`src/rtl/alu_serial_pkg.sv`:
```
// Shared types for the serial ALU: operation codes, FSM states and the carry seed helper.
package alu_serial_pkg;

   typedef enum logic [2:0] {
      ADD   = 3'd0,
      SUB   = 3'd1,
      AND   = 3'd2,
      OR    = 3'd3,
      XOR   = 3'd4,
      RSHFT = 3'd5
   } AluOp;

   typedef enum logic [1:0] {
      IDLE = 2'd0,
      RUN  = 2'd1,
      DONE = 2'd2
   } AluState;

   // Carry register value at accept: SUB is d1 + ~d2 + 1, so it starts with the +1.
   function automatic logic carry_seed(input logic [2:0] op, input logic cin);
      logic seed;
      case (op)
         ADD:     seed = cin;
         SUB:     seed = 1'b1;
         default: seed = 1'b0;
      endcase
      return seed;
   endfunction

endpackage

```
`src/rtl/alu_slice.sv`:
```
// Combinational SLICE-bit ALU datapath; carry in/out and carry into the top bit for overflow.
module alu_slice
   import alu_serial_pkg::*;
#(
   parameter int SLICE = 4
) (
   input  logic [2:0]       op,
   input  logic [SLICE-1:0] a,
   input  logic [SLICE-1:0] b,
   input  logic             shift_fill,
   input  logic             cin,
   output logic [SLICE-1:0] res,
   output logic             cout,
   output logic             cmsb
);

   logic [SLICE-1:0] b_eff_s;
   logic [SLICE:0]   sum_s;
   logic [SLICE:0]   shift_s;

   // Slice evaluation; carry into the MSB is recovered from the MSB sum bit
   always_comb begin
      if (op == SUB) begin
         b_eff_s = ~b;
      end else begin
         b_eff_s = b;
      end
      sum_s   = {1'b0, a} + {1'b0, b_eff_s} + {{SLICE{1'b0}}, cin};
      shift_s = {shift_fill, b};
      res     = {SLICE{1'b0}};
      cout    = 1'b0;
      cmsb    = 1'b0;
      case (op)
         ADD, SUB: begin
            res  = sum_s[SLICE-1:0];
            cout = sum_s[SLICE];
            cmsb = sum_s[SLICE-1] ^ a[SLICE-1] ^ b_eff_s[SLICE-1];
         end
         AND:     res = a & b;
         OR:      res = a | b;
         XOR:     res = a ^ b;
         RSHFT:   res = shift_s[SLICE:1];
         default: res = {SLICE{1'b0}};
      endcase
   end

endmodule

```
`src/rtl/alu_serial.sv`:
```
// Serial ALU: one WIDTH-bit op per valid/ready handshake, evaluated SLICE bits per clock.
// Define ALU_SERIAL_FLAGS_EN to add the zero and ovf flag outputs.
module alu_serial
   import alu_serial_pkg::*;
#(
   parameter int WIDTH = 16,
   parameter int SLICE = 4
) (
   input  logic             clk,
   input  logic             rst_n,
   input  logic             in_valid,
   output logic             in_ready,
   input  logic [2:0]       op,
   input  logic             carry_in,
   input  logic [WIDTH-1:0] d1,
   input  logic [WIDTH-1:0] d2,
   output logic             out_valid,
   input  logic             out_ready,
   output logic [WIDTH-1:0] res,
   output logic             carry_out
`ifdef ALU_SERIAL_FLAGS_EN
   ,
   output logic             zero,
   output logic             ovf
`endif
);

   localparam int N  = WIDTH / SLICE;
   localparam int CW = (N > 1) ? $clog2(N) : 1;
   localparam logic [CW-1:0] LAST = CW'(N - 1);

   generate
      if ((WIDTH % SLICE) != 0) begin : g_bad_slice
         $error("alu_serial: WIDTH (%0d) is not a multiple of SLICE (%0d)", WIDTH, SLICE);
      end
   endgenerate

   AluState          state_r;
   logic [CW-1:0]    count_r;
   logic [2:0]       op_r;
   logic             fill_r;
   logic [WIDTH-1:0] d1_r;
   logic [WIDTH-1:0] d2_r;
   logic [WIDTH-1:0] res_r;
   logic             carry_r;
   logic             carry_out_r;
   logic             out_valid_r;
   logic             in_ready_r;

   int               base_s;
   logic [SLICE-1:0] a_s;
   logic [SLICE-1:0] b_s;
   logic             fill_s;
   logic             last_s;
   logic [WIDTH-1:0] mask_s;
   logic [WIDTH-1:0] res_next_s;
   logic [SLICE-1:0] slice_res_s;
   logic             slice_cout_s;
   logic             slice_cmsb_s;
   logic             cout_final_s;

   // Active slice operands; the shift fill is the next d2 bit up, or carry_in above the MSB
   always_comb begin
      base_s     = int'(count_r) * SLICE;
      a_s        = SLICE'(d1_r >> base_s);
      b_s        = SLICE'(d2_r >> base_s);
      fill_s     = 1'(({fill_r, d2_r}) >> (base_s + SLICE));
      last_s     = (count_r == LAST);
      mask_s     = WIDTH'({SLICE{1'b1}}) << base_s;
      res_next_s = (res_r & ~mask_s) | (WIDTH'(slice_res_s) << base_s);
   end

   // Final carry_out: arithmetic carry, shifted-out bit, or 0
   always_comb begin
      case (op_r)
         ADD, SUB: cout_final_s = slice_cout_s;
         RSHFT:    cout_final_s = d2_r[0];
         default:  cout_final_s = 1'b0;
      endcase
   end

   alu_slice #(
      .SLICE (SLICE)
   ) u_slice (
      .op         (op_r),
      .a          (a_s),
      .b          (b_s),
      .shift_fill (fill_s),
      .cin        (carry_r),
      .res        (slice_res_s),
      .cout       (slice_cout_s),
      .cmsb       (slice_cmsb_s)
   );

`ifdef ALU_SERIAL_FLAGS_EN
   logic nz_r;
   logic zero_r;
   logic ovf_r;
   logic ovf_final_s;
   logic zero_final_s;

   // Flags at the last slice; undefined op codes report no flags
   always_comb begin
      if ((op_r == ADD) || (op_r == SUB)) begin
         ovf_final_s = slice_cmsb_s ^ slice_cout_s;
      end else begin
         ovf_final_s = 1'b0;
      end
      if (op_r <= RSHFT) begin
         zero_final_s = ~(nz_r | (|slice_res_s));
      end else begin
         zero_final_s = 1'b0;
      end
   end

   // Sticky non-zero accumulation across slices and flag capture
   always_ff @(posedge clk or negedge rst_n) begin
      if (!rst_n) begin
         nz_r   <= 1'b0;
         zero_r <= 1'b0;
         ovf_r  <= 1'b0;
      end else begin
         if ((state_r == IDLE) && in_valid) begin
            nz_r <= 1'b0;
         end else if (state_r == RUN) begin
            nz_r <= nz_r | (|slice_res_s);
            if (last_s) begin
               zero_r <= zero_final_s;
               ovf_r  <= ovf_final_s;
            end
         end
      end
   end

   assign zero = zero_r;
   assign ovf  = ovf_r;
`else
   logic unused_cmsb_s;
   assign unused_cmsb_s = slice_cmsb_s;
`endif

   // Handshake FSM, slice sequencing and the result/carry registers
   always_ff @(posedge clk or negedge rst_n) begin
      if (!rst_n) begin
         state_r     <= IDLE;
         count_r     <= {CW{1'b0}};
         op_r        <= 3'd0;
         fill_r      <= 1'b0;
         d1_r        <= {WIDTH{1'b0}};
         d2_r        <= {WIDTH{1'b0}};
         res_r       <= {WIDTH{1'b0}};
         carry_r     <= 1'b0;
         carry_out_r <= 1'b0;
         out_valid_r <= 1'b0;
         in_ready_r  <= 1'b1;
      end else begin
         case (state_r)
            IDLE: begin
               if (in_valid) begin
                  op_r       <= op;
                  fill_r     <= carry_in;
                  d1_r       <= d1;
                  d2_r       <= d2;
                  count_r    <= {CW{1'b0}};
                  carry_r    <= carry_seed(op, carry_in);
                  in_ready_r <= 1'b0;
                  state_r    <= RUN;
               end
            end
            RUN: begin
               res_r   <= res_next_s;
               carry_r <= slice_cout_s;
               if (last_s) begin
                  count_r     <= {CW{1'b0}};
                  carry_out_r <= cout_final_s;
                  out_valid_r <= 1'b1;
                  state_r     <= DONE;
               end else begin
                  count_r <= count_r + CW'(1);
               end
            end
            DONE: begin
               if (out_ready) begin
                  out_valid_r <= 1'b0;
                  in_ready_r  <= 1'b1;
                  state_r     <= IDLE;
               end
            end
            default: begin
               out_valid_r <= 1'b0;
               in_ready_r  <= 1'b1;
               state_r     <= IDLE;
            end
         endcase
      end
   end

   assign in_ready  = in_ready_r;
   assign out_valid = out_valid_r;
   assign res       = res_r;
   assign carry_out = carry_out_r;

endmodule
```
`config.mk`:
```
export PLATFORM = sky130hd
export DESIGN_NAME = alu_serial
export DESIGN_NICKNAME = d
export VERILOG_FILES = /design/src/rtl/alu_serial_pkg.sv /design/src/rtl/alu_slice.sv /design/src/rtl/alu_serial.sv
export SDC_FILE = /design/constraint.sdc
export NUM_CORES = 1
export LEC_CHECK = 0
export ABC_AREA = 1
export ABC_CLOCK_PERIOD_IN_PS = 3300
export BUFFER_PORTS_ARGS = -buffer_cell sky130_fd_sc_hd__buf_2
export CORE_MARGIN = 5
export CORE_UTILIZATION = 56
export CTS_CLUSTER_SIZE = 16
export DETAILED_ROUTE_END_ITERATION = 7
export MAX_ROUTING_LAYER = met4
export PLACE_DENSITY_LB_ADDON = 0.08
export SYNTH_ARGS = -nofsm -noshare
export SYNTH_HDL_FRONTEND = slang
export SYNTH_SLANG_ARGS = --single-unit
export TNS_END_PERCENT = 10
```
`constraint.sdc`:
```
create_clock -name clk -period 3.3 [get_ports clk]
set_input_delay 0.33 -clock clk [delete_from_list [all_inputs] [get_ports clk]]
set_output_delay 0.33 -clock clk [all_outputs]
set_load 0.005 [all_outputs]
```
==> run_results.csv, run 1 <==
group,metric,value,unit
status,status,"completed",
finish,area_growth,15.9,%
cts,h-tree-depth,3,
finish,final_layout_size_suffix_gt1_frac,0.218,
die,start_util,0.582,
worst_setup_path,critPathCaptureType,"flip-flop",
synth,synth_compound_area_frac,0.0524,
sta,fin_skew,7.81,ps
worst_setup_path,r2r_cells,12,
cts,clock_latency,330,ps
placed_design,gp_congestion,0.864,
route,drt_iter0_drc,124,
synth,synthArstFlopShare,1.00,
global_route,grt_start_max_net_pins,44,
cts,clock_sinks,60,
synth,synthCells,407,
sta,hold_viol,0,
cts,root_buffer,"clkbuf_8",
power_and_ir_drop,powerDensity,1090,mW/mm^2
worst_setup_path,critical_path.slowest_cell,"dfrtp_1",
cts,clkTransAtPathRegs,70,ps
cts,ctsResizeCount,0,
route,ant_nets,0,
synth,synthAdderAreaFrac,0.0706,
global_route,grt_pass1_wl,12.2,mm
sta,tightest_slew,954,ps
die,die_h,85.9,um
finish,design_area,0.00374,mm^2
cts,clock_path_buffers,2,
route,first_pass_iters,4,
die,rows,27,
flow_run,cap_violations,0,
sta,post-route-min-period,2790,ps
sta,setup_tns,0,ps
global_route,grt_overflow,0,
worst_setup_path,slowest_delay,610,ps
power_and_ir_drop,vdd_ir_drop_max,0.000562,V
synth,synth-seq-cells,60,
placed_design,placed_area,0.00356,mm^2
cts,cts_tree,"yes",
route,totalWireLength,7.10,mm
route,drc,0,
synth,synth_ff_type,"dfrtp_1",
synth,yosysWarnings,0,
die,die_width,85.9,um
synth,syn_avg_cell_area,7.93,um^2
route,wl_per_cell,13.1,um
worst_setup_path,worstPathMaxFanout,17,
synth,synth-seq-area-share,0.466,
die,die_area,0.00738,mm^2
synth,synth_edf_count,0,
synth,synth_xor_area_frac,0.0109,
worst_setup_path,arrival,3010,ps
route,viasPerCell,4.98,
route,vias,2709,
placed_design,io_buffers,58,
worst_setup_path,reg2reg_slack,510,ps
global_route,grt_pass1_vias,2662,
sta,fin_crit_sh,0.845,
cts,cts_setup_buffers,0,
synth,yosys.area_share.simple,0.341,
finish,num_antenna_cells,0,
global_route,grtUsageTotal,0.217,
worst_setup_path,startpoint_type,"flip-flop",
finish,nNetsFinal,524,
sta,rsz0062_at_grt,"false",
synth,synth_mux_area_frac,0,
sta,setup_viol,0,
finish,nFillCells,488,
worst_setup_path,path_class,"reg -> reg",
placed_design,dp.final_hpwl,5.25,mm
global_route,antenna_found_initial,0,
power_and_ir_drop,p_leak,2.10,nW
cts,cts_made_buffers,9,
synth,synth_top_family_by_area,"simple AND/OR/NAND/NOR gates",
sta,slew_violations,0,
synth,netlist-cell-type-count,31,
synth,netlist_area,0.00323,mm^2
worst_setup_path,worstPathRequired,3530,ps
cts,ctsHoldBuffers,0,
synth,synth_nets,464,
hold_path,hold_class,"in -> async",
sta,slew_headroom,0.364,
sta,fmax,0.359,GHz
die,io_pins,59,
die,core_area,0.00554,mm^2
worst_setup_path,path_cells,"inv_2 -> o211ai_1 -> nand2_1 -> xnor2_1 -> fa_1 -> inv_1 -> fa_1 -> or2_2 -> nand3_2 -> nand3_2 -> nand3_1 -> nand2_1",
## worst paths after layout
kind / from / end
worst max register to register: count_r[0] / res[14]
worst min register to register: d1_r[1] / d1_r[1]
worst min-delay path: rst_n / op_r[2]
min in group clk: d2[6] / d2_r[6]
max in group asynchronous: rst_n / d2_r[10]
worst max-delay path: count_r[0] / res[14]
## final cells by class
type / instances / area (um^2) / area share
clock buffer: 12 / 155 / 0.0415
clock inverter: 4 / 23.8 / 0.00636
inverter: 31 / 116 / 0.0311
multi-input combinational: 303 / 1530 / 0.410
sequential: 60 / 1500 / 0.402
tap: 72 / 90.1 / 0.0241
timing repair buffer: 62 / 320 / 0.0856
## cells in the final DEF (no fill, tap or decap), types with 2 or more instances in the layout
cell,instances
nand2_2,6
inv_1,24
clkinv_2,3
nor2_2,2
a21oi_1,8
clkbuf_8,11
o21ai_0,11
o211ai_1,2
nand3_1,31
xor2_1,3
fa_1,2
inv_2,7
nand2_1,183
buf_4,4
nor2_1,16
dfrtp_1,59
buf_2,58
nand3_2,6
a32oi_1,4
ha_1,15
nand4_1,3
## report_power, final
part           internal [mW]  switching (mW)
logic                  0.779            1.38
registers               1.07           0.238
clock network          0.311           0.291
## flip-flops by register name (all words and copies together), names as in the netlist
name / flops
carry_out: 1
carry_r: 1
count_r: 2
d1_r: 16
d2_r: 16
fill_r: 1
in_ready: 1
op_r: 3
out_valid: 1
res: 16
state_r: 2
## Yosys cell counts, types with 2 or more instances
cell / n / area [um^2]
a21oi_1: 8 / 40.0
nand3_2: 6 / 60.1
nand3_1: 31 / 155
nand4_1: 3 / 18.8
fa_1: 2 / 40.0
xor2_1: 3 / 26.3
nor2_2: 2 / 12.5
buf_4: 4 / 30.0
dfrtp_1: 59 / 1480
a32oi_1: 4 / 35.0
inv_1: 24 / 90.1
nand2_2: 6 / 37.5
nor2_1: 16 / 60.1
o21ai_0: 11 / 55.1
o211ai_1: 2 / 15.0
nand2_1: 183 / 687
ha_1: 15 / 188
inv_2: 7 / 26.3
buf_2: 9 / 45.0
## metrics by stage
step           setup WS (ps)  instances   util  hold slack (ps)  power (mW)
5_1_grt                  218        544  0.675              184        4.48
3_3_place_gp             637        528  0.643              459        3.41
6_report                 511        544  0.675              141        4.06
2_1_floorplan            826        407      -             34.4        2.92
4_1_cts                  501        544  0.675              176        4.08
3_5_place_dp             515        528  0.643              462        3.47
## layer usage
layer | vias to the layer above | routed length (um) | track usage
met1 | 1227 | 3490 | 0.298
met5 | - | 0 | -
met2 | 65 | 3190 | 0.320
li1 | 1408 | - | -
met4 | 0 | 97 | 0.0763
met3 | 9 | 322 | 0.0451
## critical path: cells and delay by family, from the launching register on
kind	cells	cell delay, ps
xor gates and xnor gates	1	180
adders and majority gates	2	580
and+or+nand+nor	6	790
DFF	1	610
buffers and inverters	2	290
AOI/OAI and AO/OA	1	220
## kinds of logic after synthesis
logic type,Yosys count
and+or+nand+nor,254
AOI/OAI and AO/OA,28
DFF,60
xor gates and xnor gates,4
buffers and inverters,44
adders and majority gates,17
Power figures use the tool's default switching activity.
==> inputs of run 2 (changes only) <==
Settings changed: ABC_CLOCK_PERIOD_IN_PS 3300 to 2770.
Clock period 3.3 ns to 2.77 ns, I/O delays scaled along.
==> run 2 against run 1 <==
  * Critical path depth rose by 1
  * Non-clock buffer count grew 3
  * Critical path type unchanged
  * Critical endpoint unchanged
  * Core utilization is 1.1 points higher
  * Worst setup slack got worse by 290 ps
  * Sequential share of layout area decreased by 0.62 points
  * Die area unchanged
==> run_results.csv, run 2 (synthesized netlist as in run 1, its figures left out) <==
group,metric,value,unit
route,ant_nets,0,
finish,most-common-layout-cells,"nand2_1 (183), dfrtp_1 (59), buf_2 (58)",
route,wl_per_cell,13.5,um
die,die_width,85.9,um
cts,cts_made_buffers,9,
sta,fin_skew,8.38,ps
power_and_ir_drop,p_leak,2.13,nW
cts,clock_latency,340,ps
sta,slew_headroom,0.326,
cts,clock_sinks,60,
worst_setup_path,worstPathMaxFanout,18,
route,totalWireLength,7.35,mm
worst_setup_path,critical_path.slowest_cell,"fa_1",
global_route,grt_start_max_net_pins,46,
global_route,grt_overflow,0,
route,drt_iter0_drc,113,
placed_design,io_buffers,58,
route,drc,0,
worst_setup_path,critPathCaptureType,"flip-flop",
worst_setup_path,worstPathRequired,3000,ps
die,rows,27,
power_and_ir_drop,powerDensity,1330,mW/mm^2
cts,ctsResizeCount,0,
global_route,grt_pass1_wl,12.7,mm
cts,clock_path_buffers,2,
finish,nNetsFinal,527,
sta,hold_viol,0,
finish,design_area,0.00380,mm^2
die,core_area,0.00554,mm^2
cts,h-tree-depth,3,
finish,multiInputGateArea,0.00153,mm^2
cts,ctsHoldBuffers,0,
placed_design,dp.final_hpwl,5.46,mm
sta,post-route-min-period,2550,ps
worst_setup_path,path_cells,"inv_2 -> a21oi_1 -> o21ai_0 -> nand2_1 -> xnor2_1 -> fa_1 -> inv_1 -> fa_1 -> or2_2 -> nand3_2 -> nand3_2 -> nand3_1 -> nand2_1",
hold_path,hold_class,"in -> async",
worst_setup_path,startpoint_type,"flip-flop",
placed_design,placed_area,0.00358,mm^2
worst_setup_path,path_class,"reg -> reg",
sta,tightest_slew,1010,ps
finish,layout_commonest_cell,"nand2_1",
finish,register_area,0.00150,mm^2
die,die_area,0.00738,mm^2
worst_setup_path,slowest_delay,400,ps
power_and_ir_drop,vdd_ir_drop_max,0.000667,V
sta,fin_crit_sh,0.921,
finish,final_layout_size_suffix_gt1_frac,0.222,
route,first_pass_iters,4,
sta,rsz0062_at_grt,"false",
cts,root_buffer,"clkbuf_8",
placed_design,gp_congestion,0.858,
global_route,grt_pass1_vias,2760,
die,die_h,85.9,um
die,start_util,0.582,
sta,setup_viol,0,
sta,setup_tns,0,ps
route,vias,2838,
route,viasPerCell,5.20,
finish,nFillCells,480,
finish,area_growth,17.8,%
sta,slew_violations,0,
cts,cts_setup_buffers,0,
worst_setup_path,arrival,2780,ps
global_route,grtUsageTotal,0.225,
die,io_pins,59,
sta,fmax,0.392,GHz
status,status,"completed",
flow_run,cap_violations,0,
cts,clkTransAtPathRegs,70,ps
global_route,antenna_found_initial,0,
cts,cts_tree,"yes",
finish,num_antenna_cells,0,
==> run 2: path summary, 6_finish.rpt <==
path	to	depth (start not counted)	slack [ps]	from
worst max-delay path	res[14]	13	220	count_r[1]
worst min-delay path	op_r[0]	1	110	rst_n
worst max register to register	res[14]	13	220	count_r[1]
worst min register to register	res[15]	2	480	res[15]
max in group asynchronous	d2_r[13]	2	1950	rst_n
min in group clk	d1_r[10]	3	130	d1[10]
==> run 2: per-layer routing <==
layer / track usage / routed length, um / vias up
li1: - / - / 1411
met1: 0.289 / 3420 / 1337
met2: 0.353 / 3430 / 78
met3: 0.0403 / 381 / 12
met4: 0.0906 / 117 / 0
met5: - / 0 / -
==> run 2: critical path, delay by kind of cell (launching register included) <==
kind,cells,cell delay (ps)
buffers and inverters,2,300
DFF,1,390
xor gates and xnor gates,1,210
adders and majority gates,2,610
AOI/OAI and AO/OA,2,150
and+or+nand+nor,6,790
==> run 2: area by class of cell <==
| type | instances | share of cell area |
|---|---|---|
| clock buffers | 11 | 0.0372 |
| well taps | 72 | 0.0237 |
| inverters | 31 | 0.0306 |
| multi-input cells | 303 | 0.403 |
| flip-flops and latches | 60 | 0.396 |
| clock inverters | 4 | 0.0194 |
| repair buffers | 65 | 0.0903 |
==> run 2: power breakdown <==
group / internal (mW) / switching, mW
registers: 1.27 / 0.252
clock network: 0.526 / 0.334
logic: 0.957 / 1.70
total: 2.75 / 2.29
==> run 2: stage by stage <==
| step | util | hold slack [ps] | setup slack, ps | cells | power [mW] |
|---|---|---|---|---|---|
| detailed placement | 0.647 | 461 | 262 | 531 | 4.19 |
| finish | 0.686 | 109 | 219 | 546 | 5.04 |
| global route | 0.686 | 125 | 42.3 | 546 | 5.56 |
| global placement | 0.647 | 459 | 369 | 531 | 4.09 |
| floorplan | - | -18.6 | 296 | 407 | 3.47 |
| CTS | 0.686 | 123 | 220 | 546 | 5.08 |
==> inputs of run 3 (changes only) <==
Settings changed: REMOVE_ABC_BUFFERS set to 1.
==> run 3 against run 2 <==
  * Critical path depth stayed put
  * Register-to-register slack barely moved
  * Sequential power about the same
  * Largest cell class unchanged
==> run_results.csv, run 3 (synthesized netlist as in run 1, its figures left out) <==
group,metric,value,unit
sta,hold_viol,0,
sta,tightest_slew,594,ps
worst_setup_path,arrival,2780,ps
cts,cts_made_buffers,9,
worst_setup_path,critPathCaptureType,"flip-flop",
finish,nNetsFinal,529,
die,start_util,0.582,
cts,clock_path_buffers,2,
global_route,grt_pass1_vias,2746,
power_and_ir_drop,powerDensity,1310,mW/mm^2
finish,num_antenna_cells,0,
worst_setup_path,path_class,"reg -> reg",
finish,final_layout_size_suffix_gt1_frac,0.222,
global_route,grt_start_max_net_pins,35,
finish,register_area,0.00150,mm^2
die,rows,27,
worst_setup_path,reg2reg_slack,220,ps
power_and_ir_drop,vdd_ir_drop_max,0.000685,V
cts,cts_setup_buffers,0,
sta,fin_crit_sh,0.919,
global_route,antenna_found_initial,0,
cts,clock_sinks,60,
cts,clkTransAtPathRegs,70,ps
finish,utilization,0.685,
sta,post-route-min-period,2550,ps
route,drt_iter0_drc,134,
hold_path,hold_start,"d2[2]",
placed_design,placed_cells,532,
power_and_ir_drop,power,4.97,mW
worst_setup_path,startpoint_type,"flip-flop",
hold_path,worstHoldEndpoint,"d2_r[2]",
die,core_area,0.00554,mm^2
placed_design,pre_cts_slack,233,ps
worst_setup_path,r2r_start,"count_r[0]",
worst_setup_path,worstPathMaxFanout,8,
route,viasPerCell,5.09,
sta,timing.final.ws_setup,224,ps
worst_setup_path,timing.rr.end,"res[6]",
sta,setup_viol,0,
hold_path,holdPathStages,3,
die,die_area,0.00738,mm^2
sta,fmax,0.393,GHz
sta,slew_violations,0,
power_and_ir_drop,p_leak,2.13,nW
cts,h-tree-depth,3,
route,ant_nets,0,
worst_setup_path,critical_path.slowest_cell,"dfrtp_1",
die,die_h,85.9,um
sta,slew_headroom,0.604,
global_route,grtUsageTotal,0.233,
route,vias,2794,
global_route,grt_pass1_wl,13.1,mm
placed_design,io_buffers,58,
worst_setup_path,path_cells,"buf_4 -> a21oi_1 -> o21ai_0 -> nand2_1 -> xnor2_1 -> fa_1 -> inv_1 -> fa_1 -> or2_2 -> nand3_2 -> nand3_2 -> nand3_1 -> nand2_1",
route,totalWireLength,7.43,mm
worst_setup_path,cp_top_family,"simple AND/OR/NAND/NOR gates",
worst_setup_path,r2r_cells,13,
finish,area_growth,17.6,%
finish,final_cells,549,
finish,multiInputGateArea,0.00153,mm^2
route,first_pass_iters,5,
sta,rsz0062_at_grt,"false",
finish,nFillCells,491,
worst_setup_path,slowest_delay,450,ps
placed_design,dp.final_hpwl,5.58,mm
finish,most-common-layout-cells,"nand2_1 (183), dfrtp_1 (59), buf_2 (58)",
sta,fin_skew,8.45,ps
status,status,"completed",
finish,layout_commonest_cell,"nand2_1",
worst_setup_path,worstPathRequired,3000,ps
hold_path,hold_class,"in -> reg",
placed_design,gp_congestion,1.01,
cts,root_buffer,"clkbuf_8",
global_route,grt_overflow,0,
cts,ctsResizeCount,0,
worst_setup_path,crit_buf_inv,2,
die,io_pins,59,
route,drc,0,
cts,cts_tree,"yes",
flow_run,cap_violations,0,
route,wl_per_cell,13.5,um
cts,clock_latency,340,ps
die,die_width,85.9,um
==> run 3: metal layers <==
metal	part of all wire	track usage	up-vias	wire (um)
li1	-	-	1417	-
met1	0.47	0.314	1303	3490
met2	0.46	0.348	66	3400
met3	0.058	0.0596	8	433
met4	0.013	0.0691	0	98
met5	0	-	-	0
==> run 3: worst max-delay path by stage <==
| stage | startpoint | to | slack [ps] | cells after the start |
|---|---|---|---|---|
| CTS | count_r[0] | res[6] | 210 | 13 |
| floorplan | count_r[0] | res[14] | -160 | 12 |
| detailed placement | count_r[0] | res[6] | 230 | 13 |
| global placement | count_r[0] | res[14] | 310 | 13 |
| finish | count_r[0] | res[6] | 220 | 13 |
| global route | count_r[0] | res[14] | 30 | 12 |
==> run 3: where the power goes <==
group / internal (mW) / switching (mW)
clock: 0.422 / 0.334
combinational: 0.975 / 1.70
sequential: 1.27 / 0.269
total: 2.67 / 2.30
==> run 3: cell type report <==
type                    count  share of cell area
clock buffers              15              0.0492
clock inverters             1             0.00132
inverters                  31              0.0307
multi-input cells         303               0.404
flip-flops and latches     60               0.396
well taps                  72              0.0238
repair buffers             67              0.0950
==> run 3: tightest hold or removal path, cell delays in order <==
cell and delay (ps):
buf_2 70, nand2_1 40, nand2_1 50
==> run 3: repair_timing <==
action                                 in CTS  in global routing
hold buffers                                1                  0
setup endpoints to repair                   0                  0
endpoints found under the hold margin      26                  0
==> run 3: through the flow <==
step | area, um^2 | TNS (ps) | hold WS [ps]
2_1_floorplan | 3150 | -832 | -18.6
3_3_place_gp | 3590 | 0 | 308
3_5_place_dp | 3590 | 0 | 308
4_1_cts | 3790 | 0 | 121
5_1_grt | 3790 | 0 | 122
6_report | 3790 | 0 | 129
